===== src/rtl/dco_nco_bank_pkg.sv =====
// Shared types and default widths for the multi-channel NCO bank.
package dco_pkg;
  localparam int MODE_W       = 2;
  localparam int DEF_CODE_W   = 8;
  localparam int DEF_ACC_W    = 12;
  localparam int DEF_CHANNELS = 2;

  typedef enum logic [MODE_W-1:0] {
    MODE_OFF     = 2'b00,
    MODE_SQUARE  = 2'b01,
    MODE_PULSE   = 2'b10,
    MODE_ONESHOT = 2'b11
  } mode_t;
endpackage


===== src/rtl/dco_nco_bank_if.sv =====
// Write port plus oscillator outputs of the NCO bank.
interface dco_nco_bank_if
  import dco_pkg::*;
#(
  parameter int CODE_W   = DEF_CODE_W,
  parameter int CHANNELS = DEF_CHANNELS
);
  localparam int CH_W = (CHANNELS > 1) ? $clog2(CHANNELS) : 1;

  logic                wr_valid;
  logic                wr_ready;
  logic [CH_W-1:0]     wr_ch;
  logic [CODE_W-1:0]   wr_code;
  mode_t               wr_mode;
  logic [CHANNELS-1:0] osc_out;
  logic [CHANNELS-1:0] wrap_pulse;

  modport master (output wr_valid, wr_ch, wr_code, wr_mode,
                  input  wr_ready, osc_out, wrap_pulse);
  modport slave  (input  wr_valid, wr_ch, wr_code, wr_mode,
                  output wr_ready, osc_out, wrap_pulse);
endinterface


===== src/rtl/dco_nco_bank_channel.sv =====
// One NCO channel: phase accumulator, shadowed retune registers and
// registered outputs. Retunes land only on a wrap (or while idle) so the
// output never produces a runt period.
module dco_nco_channel
  import dco_pkg::*;
#(
  parameter int CODE_W = DEF_CODE_W,
  parameter int ACC_W  = DEF_ACC_W
) (
  input  logic              clk,
  input  logic              rst_n,
  input  logic              ena,
  input  logic              wr_en,
  input  logic [CODE_W-1:0] wr_code,
  input  mode_t             wr_mode,
  output logic              pending,
  output logic              osc_out,
  output logic              wrap_pulse
);
  logic [ACC_W-1:0]  acc, acc_nxt;
  logic [CODE_W-1:0] code, code_nxt, shadow_code;
  mode_t             mode, mode_nxt, shadow_mode;
  logic [ACC_W:0]    sum;
  logic              running, wrap, apply, osc_nxt;

  assign running = ena && (mode != MODE_OFF) && (code != '0);
  assign sum     = {1'b0, acc} + {{(ACC_W+1-CODE_W){1'b0}}, code};
  assign wrap    = running && sum[ACC_W];
  // Idle channels take the shadow at once so code 0 / OFF / ena=0 never deadlock.
  assign apply   = pending && (wrap || !running);

  // Next-state accumulator, active settings and output bit.
  always_comb begin
    acc_nxt  = running ? sum[ACC_W-1:0] : acc;
    code_nxt = code;
    mode_nxt = mode;
    osc_nxt  = osc_out;
    if (apply) begin
      code_nxt = shadow_code;
      mode_nxt = shadow_mode;
      // Starting from OFF or arming a one-shot begins at a known phase.
      if (mode == MODE_OFF || shadow_mode == MODE_ONESHOT) acc_nxt = '0;
    end else if (mode == MODE_ONESHOT && wrap) begin
      mode_nxt = MODE_OFF;
    end
    if (running) begin
      unique case (mode)
        MODE_SQUARE:  osc_nxt = acc_nxt[ACC_W-1];
        MODE_PULSE:   osc_nxt = wrap;
        MODE_ONESHOT: osc_nxt = wrap ? 1'b0 : acc_nxt[ACC_W-1];
        default:      osc_nxt = 1'b0;
      endcase
    end else if (mode == MODE_OFF) begin
      osc_nxt = 1'b0;
    end
  end

  // Active state and registered outputs.
  always_ff @(posedge clk or negedge rst_n) begin
    if (!rst_n) begin
      acc        <= '0;
      code       <= '0;
      mode       <= MODE_OFF;
      osc_out    <= 1'b0;
      wrap_pulse <= 1'b0;
    end else begin
      acc        <= acc_nxt;
      code       <= code_nxt;
      mode       <= mode_nxt;
      osc_out    <= osc_nxt;
      wrap_pulse <= wrap;
    end
  end

  // Shadow registers; a write can only be accepted while nothing is pending,
  // so accept and apply never collide.
  always_ff @(posedge clk or negedge rst_n) begin
    if (!rst_n) begin
      shadow_code <= '0;
      shadow_mode <= MODE_OFF;
      pending     <= 1'b0;
    end else if (wr_en) begin
      shadow_code <= wr_code;
      shadow_mode <= wr_mode;
      pending     <= 1'b1;
    end else if (apply) begin
      pending     <= 1'b0;
    end
  end
endmodule


===== src/rtl/dco_nco_bank.sv =====
// Multi-channel NCO bank: write decode and ready mux around an array of
// independent channels.
module dco_nco_bank
  import dco_pkg::*;
#(
  parameter int CODE_W   = DEF_CODE_W,
  parameter int ACC_W    = DEF_ACC_W,
  parameter int CHANNELS = DEF_CHANNELS
) (
  input  logic           clk,
  input  logic           rst_n,
  input  logic           ena,
  dco_nco_bank_if.slave  bus
);
  localparam int CH_W = (CHANNELS > 1) ? $clog2(CHANNELS) : 1;

  logic [CHANNELS-1:0] pending, wr_en, osc, wrp;
  logic                in_range, ready;

  // Writes to channels that do not exist are swallowed with ready high.
  assign in_range     = int'(bus.wr_ch) < CHANNELS;
  assign ready        = in_range ? !pending[bus.wr_ch] : 1'b1;
  assign bus.wr_ready = ready;
  assign bus.osc_out  = osc;
  assign bus.wrap_pulse = wrp;

  for (genvar i = 0; i < CHANNELS; i++) begin : g_ch
    assign wr_en[i] = bus.wr_valid && ready && (bus.wr_ch == CH_W'(i));

    dco_nco_channel #(.CODE_W(CODE_W), .ACC_W(ACC_W)) u_ch (
      .clk        (clk),
      .rst_n      (rst_n),
      .ena        (ena),
      .wr_en      (wr_en[i]),
      .wr_code    (bus.wr_code),
      .wr_mode    (bus.wr_mode),
      .pending    (pending[i]),
      .osc_out    (osc[i]),
      .wrap_pulse (wrp[i])
    );
  end
endmodule

===== src/flat_wrapper.sv =====
// flat-port wrapper written by rule: the top's interface ports become plain ports
module dco_nco_bank_flat import dco_pkg::*;
#(
  parameter int CODE_W   = DEF_CODE_W,
  parameter int ACC_W    = DEF_ACC_W,
  parameter int CHANNELS = DEF_CHANNELS
)
  (clk, rst_n, ena, bus_wr_valid, bus_wr_ch, bus_wr_code, bus_wr_mode, bus_wr_ready, bus_osc_out, bus_wrap_pulse);
  dco_nco_bank_if #(.CODE_W(CODE_W), .CHANNELS(CHANNELS)) bus_i ();
  input  logic clk;
  input  logic rst_n;
  input  logic ena;
  input wire logic [$bits(bus_i.wr_valid)-1:0] bus_wr_valid;
  input wire logic [$bits(bus_i.wr_ch)-1:0] bus_wr_ch;
  input wire logic [$bits(bus_i.wr_code)-1:0] bus_wr_code;
  input wire logic [$bits(bus_i.wr_mode)-1:0] bus_wr_mode;
  output wire logic [$bits(bus_i.wr_ready)-1:0] bus_wr_ready;
  output wire logic [$bits(bus_i.osc_out)-1:0] bus_osc_out;
  output wire logic [$bits(bus_i.wrap_pulse)-1:0] bus_wrap_pulse;
  assign bus_i.wr_valid = bus_wr_valid;
  assign bus_i.wr_ch = bus_wr_ch;
  assign bus_i.wr_code = bus_wr_code;
  assign bus_i.wr_mode = bus_wr_mode;
  assign bus_wr_ready = bus_i.wr_ready;
  assign bus_osc_out = bus_i.osc_out;
  assign bus_wrap_pulse = bus_i.wrap_pulse;
  dco_nco_bank #(.CODE_W(CODE_W), .ACC_W(ACC_W), .CHANNELS(CHANNELS)) u_core (.clk(clk), .rst_n(rst_n), .ena(ena), .bus(bus_i));
endmodule

===== config.mk =====
export PLATFORM = sky130hd
export DESIGN_NAME = dco_nco_bank_flat
export DESIGN_NICKNAME = d
export VERILOG_FILES = /design/src/rtl/dco_nco_bank_pkg.sv /design/src/rtl/dco_nco_bank_if.sv /design/src/rtl/dco_nco_bank_channel.sv /design/src/rtl/dco_nco_bank.sv /design/src/flat_wrapper.sv
export SDC_FILE = /design/constraint.sdc
export NUM_CORES = 1
export LEC_CHECK = 0
export BUFFER_PORTS_ARGS = -buffer_cell sky130_fd_sc_hd__buf_2
export CAP_MARGIN = 20
export CORE_MARGIN = 5
export CORE_UTILIZATION = 50
export CTS_CLUSTER_DIAMETER = 80
export DETAILED_ROUTE_END_ITERATION = 7
export HOLD_SLACK_MARGIN = 0.02
export PLACE_DENSITY = 0.66
export SLEW_MARGIN = 10
export SYNTH_ARGS = -nofsm -noshare
export SYNTH_HDL_FRONTEND = slang
export SYNTH_SLANG_ARGS = --single-unit

===== constraint.sdc =====
create_clock -name clk -period 2.8 [get_ports clk]
set_clock_uncertainty 0.2 [all_clocks]
set_input_delay 0.28 -clock clk [delete_from_list [all_inputs] [get_ports clk]]
set_output_delay 0.28 -clock clk [all_outputs]
set_load 0.02 [all_outputs]

* After elaboration in Yosys (flattened, before gate mapping)
Index checks and enable logic that the tools add are counted.
Cells by class: reductions and logical operators 32, eq/ne operators 8, add/subtract/negate cells 2, order comparisons 1, bitwise gates (word level) 1, multiplexer cells 24
Operator list (count):
- $mux W12 | 6
- $add A12 B8 Y13 | 2
- $reduce_bool A2 Y1 | 8
- $reduce_bool A8 Y1 | 2
- $logic_and A1 B1 Y1 | 13
- $eq A2 B2 Y1 const B | 6
- $mux W1 | 12
- $mux W2 | 4
- $pmux W1 S3 | 2
- $eq A2 B1 Y1 const B | 2
- $logic_not A2 Y1 | 2
- $logic_or A1 B1 Y1 | 4
- $logic_not A1 Y1 | 3
- $lt A1 B2 Y1 const B | 1
- $not A1 Y1 | 1
Word-level totals: input port bits 15, word-level logic and storage cells 84, flip-flop bits (word level) 70, output and inout port bits 5

* Longest topological paths before layout
depth after elaboration 10, gate-level depth with buffers 9, depth with buffers taken out 8

* By module
Synthesis repeated with hierarchy kept, for this count alone.
Unflattened totals: cell total of the unflattened synthesis 347, area, all modules 3799.9 µm²
Modules (own cells, without submodules):
- dco_nco_channel | cells an instance 172, area each 1886.8 µm², sequential area each 875.8 µm², instances 2
- dco_nco_bank | cells an instance 3, area each 26.3 µm², sequential area each 0.0 µm², instances 1

* Least setup slack after synthesis
Ideal clock, no wire load.
path type reg2reg, start reg u_core.g_ch[1].u_ch.acc[0], end reg u_core.g_ch[1].u_ch.code[0], setup time 0.125 ns, cell stages (with the launch flop) 9, buffers on the path 0, data arrival time 2.320 ns, data required time 2.475 ns, path slack 0.155 ns, clock period less this slack 2.645 ns, cell sequence dfrtp_1 > ha_1 > fa_1 > a211oi_2 > o21ai_2 > o31ai_4 > nand2_1 > nand2_2 > mux2_2
On the way: cells in the longest elaborated chain, start to end 4
RTL lines:
- start, declared | RTL line dco_nco_bank_channel.sv:20 | logic [ACC_W-1:0] acc, acc_nxt;
- start signal, assigned | RTL line dco_nco_bank_channel.sv:67 | acc <= acc_nxt;
- $add A12 B8 Y13 | RTL line dco_nco_bank_channel.sv:27 | assign sum = {1'b0, acc} + {{(ACC_W+1-CODE_W){1'b0}}, code};
- $logic_and A1 B1 Y1 | RTL line dco_nco_bank_channel.sv:28 | assign wrap = running && sum[ACC_W];
- $logic_or A1 B1 Y1 | RTL line dco_nco_bank_channel.sv:30 | assign apply = pending && (wrap || !running);
- $logic_and A1 B1 Y1 | RTL line dco_nco_bank_channel.sv:30
- end signal, assigned | RTL line dco_nco_bank_channel.sv:68 | code <= code_nxt;
- end, declared | RTL line dco_nco_bank_channel.sv:21 | logic [CODE_W-1:0] code, code_nxt, shadow_code;
Every way passes these cells. A chain may end at the register's enable or synchronous reset.

* Worst setup path in the final report
start reg u_core.g_ch[0].u_ch.code[0], end reg u_core.g_ch[0].u_ch.code[7]
On the way: cells in the longest elaborated chain, start to end 5, elaborated cells on any way between the ends 7, classes of those cells add/sub: 1; reduce/logical: 6
RTL lines (RTL line):
- start, declared | dco_nco_bank_channel.sv:21
- start signal, assigned | dco_nco_bank_channel.sv:68
- branches (longest 3 deep; another with $add A12 B8 Y13)
- $logic_or A1 B1 Y1 * | dco_nco_bank_channel.sv:30
- $logic_and A1 B1 Y1 * | dco_nco_bank_channel.sv:30
Every way passes the cells marked *.

==> results.toml <==
[global_route]
grt_pass1_wl_mm = 12.7
grt_pass1_vias = 2717
overflow = 0
grt_use_total_pct = 16.2
grt_util_met3_pct = 2.95
top_usage_layer = "met2"
grtUsageMet2_pct = 24.4
grt_use_met1_pct = 23.2
antenna_found_initial = 0
grt_max_degree = 71

[yosys]
synth_cell_types = 51
synth_flop_cell = "dfrtp_1"
ys_ff_latch = 70
yosysWarnings = 0
avgSynthCellArea_um2 = 11.2
ys_seq_area_share_pct = 46.5
synth_edf_count = 0
syn_inst = 336
async_flop_share_pct = 100
syn_nets = 369
syn-cell-area_mm2 = 0.00377

[floorplanning]
fp.dieArea_mm2 = 0.00937
die_h_um = 96.8
start_util_pct = 51.6
fp.dieW_um = 96.8
rows = 31
core_area_mm2 = 0.00729
pin_count = 20

[critical_path]
critPathRequiredTime_ns = 2.82
path_class = "reg -> reg"
critPathTopFamily = "compound AO/OA/AOI/OAI gates"
crit_fanout = 12
cp_cell_sequence = "ha_1 -> fa_2 -> a211oi_4 -> nor4b_2 -> o31a_1 -> o21ai_4 -> buf_12 -> mux2_2"
slowest_delay_ns = 0.40
end_kind = "flip-flop"
start_kind = "flip-flop"
critPathSlowestCell = "dfrtp_1"
worst-path-buf-inv = 1
arrival_ns = 2.70

[sta]
fin_ws_ns = 0.119
max-slew-margin-rel_pct = 57.5
drv_slew = 0
timing.hold.ws_ns = 0.266
report.final.setup_viol = 0
worstMarginPinSlew_ns = 0.631
rsz0062_at_grt = "no"
setup-tns-final_ns = 0
max_freq_mhz = 373
hold_violations = 0
period_share_pct = 95.8
fin_crit_ns = 2.68

[pwr]
power_mw = 5.14
switching_share_pct = 37.6
p_switching_mw = 1.93
leakage_nw = 1.99
power_density_mw_per_mm2 = 1170
peakVddDrop_mv = 0.437
clockPowerShare_pct = 19.3
power.internal_mw = 3.20
p_comb_share_pct = 46.6
seq_power_share_pct = 34.1

[finish]
fin_area_mm2 = 0.00440
fillers = 626
drive_above_1_share_pct = 27.7
nNetsFinal = 407
utilization_pct = 60.3
finalNonFillerCells = 478
layout_common_cells = "dfrtp_1, nor2_1, mux2_2"
final_common_cell = "dfrtp_1"
syn2layout_area_growth_pct = 16.8
antenna_cells = 0

[cts]
root_buffer = "clkbuf_8"
cts_tree = "built"
path_clk_slew_ns = 0.08
numCtsBuffers = 9
cts.htree.levels = 3
cts_buffer_depth = 2
clock_sinks = 70
insertion_delay_ns = 0.34

[routing]
antenna_left = 0
route.vias.total = 2635
wl_mm = 7.23
drt_iter0_drc = 122
routed_via_density = 5.51
drc = 0
wl_per_cell_um = 15.1
drt_pass1_iterations = 4

[placement]
hpwl_mm = 5.08
placed_cell_area_mm2 = 0.00399
portBuffers = 19
gp_congestion = 0.859
dpl_worst_slack_ns = 0.0326
dp.cells = 448

[worst_hold_path]
hp-class = "in -> async"

[outcome]
status = "finished clean"

[job]
cap_viol_max_count = 0
[cell usage after synthesis (2+ instances only)]
master / instances / share of area [%]
nand2_1: 26 / 2.6
mux2_2: 31 / 9.3
and2_1: 3 / 0.50
ha_1: 16 / 5.3
a311oi_1: 2 / 0.47
o211a_1: 2 / 0.53
o21ai_0: 11 / 1.5
a21boi_0: 2 / 0.40
mux2i_1: 6 / 1.6
mux2_4: 8 / 3.2
o211ai_1: 2 / 0.40
nor3b_1: 3 / 0.60
nand3_1: 4 / 0.53
nand4_1: 2 / 0.33
xor2_1: 3 / 0.70
a211oi_2: 3 / 1.0
a21oi_1: 20 / 2.7
nor4_1: 5 / 0.83
xnor2_1: 12 / 2.8
o31a_1: 2 / 0.47
fa_1: 2 / 1.1
a21o_1: 7 / 1.4
o21ai_2: 2 / 0.47
dfrtp_1: 70 / 47
o21ai_1: 3 / 0.40
a211oi_1: 8 / 1.6
buf_4: 5 / 1.0
a21boi_2: 2 / 0.60
nor2_1: 32 / 3.2
a31oi_1: 2 / 0.33
inv_1: 4 / 0.40
buf_2: 5 / 0.66
clkbuf_1: 4 / 0.40
nor3_1: 7 / 0.93
o21bai_1: 4 / 0.80
[sequential cells by signal, summed over array words and instances (netlist names)]
| name | cells |
|---|---|
| u_core.g_ch.u_ch.shadow_code | 16 |
| u_core.g_ch.u_ch.pending | 2 |
| u_core.g_ch.u_ch.mode | 4 |
| u_core.g_ch.u_ch.shadow_mode | 4 |
| u_core.g_ch.u_ch.acc | 24 |
| u_core.g_ch.u_ch.wrap_pulse | 2 |
| u_core.g_ch.u_ch.code | 16 |
| u_core.g_ch.u_ch.osc_out | 2 |
[cell type report]
class,count,area [µm²],area share [%]
clock buffers,14,193,4.38
clock inverters,2,60.1,1.36
inverters,4,15.0,0.341
multi-input cells,247,1930,43.9
flip-flops and latches,70,1750,39.8
well taps,99,124,2.81
repair buffers,42,324,7.36
[metal layers]
metal / up-vias / wire, µm / part of all wire, %
li1: 1296 / - / -
met4: 0 / 116 / 1.6
met3: 9 / 256 / 3.5
met2: 34 / 3260 / 45
met5: - / 0 / 0
met1: 1296 / 3600 / 50
[power groups by stage]
| stage | Sequential [mW] | Combinational (mW) | Clock (mW) |
|---|---|---|---|
| 2_1_floorplan | 1.63 | 1.93 | 0 |
| 3_3_place_gp | 1.75 | 2.21 | 0 |
| 3_5_place_dp | 1.77 | 2.29 | 0 |
| 4_1_cts | 1.75 | 2.34 | 1.01 |
| 5_1_grt | 1.80 | 2.73 | 1.05 |
| 6_report | 1.75 | 2.39 | 0.990 |
[what timing repair did]
item,in CTS,in global routing
setup endpoints to repair,2,35
buffers inserted,2,1
resized for setup,0,7
hold buffers,11,0
pin swaps,2,3
endpoints found under the hold margin,89,0
[logic make-up after synthesis]
kind of cell / synth area share, %
and+or+nand+nor: 11.3
AOI/OAI and AO/OA: 15.5
DFF: 46.5
muxes: 14.1
buffers and inverters: 2.76
adders and majority gates: 6.38
xor gates and xnor gates: 3.49
[worst register-to-register path, cell delays in order, from the launching register on]
cell and delay, ns:
dfrtp_1 0.40, ha_1 0.24, fa_2 0.39, a211oi_4 0.24, nor4b_2 0.09, o31a_1 0.31, o21ai_4 0.19, buf_12 0.17
mux2_2 0.33
[worst paths after layout]
path                                                     to                          startpoint  cells after the start  slack [ns]
min in group clk                u_core.g_ch[1].u_ch.osc_out                                 ena                      5        0.27
worst max-delay path            u_core.g_ch[0].u_ch.code[7]         u_core.g_ch[0].u_ch.code[0]                      8        0.12
worst min register to register  u_core.g_ch[0].u_ch.code[7]  u_core.g_ch[0].u_ch.shadow_code[7]                      1        0.30
worst max register to register  u_core.g_ch[0].u_ch.code[7]         u_core.g_ch[0].u_ch.code[0]                      8        0.12
max in group asynchronous       u_core.g_ch[1].u_ch.mode[0]                               rst_n                      3        1.79
worst min-delay path             u_core.g_ch[1].u_ch.acc[1]                               rst_n                      3        0.27
Power figures use the tool's default switching activity.
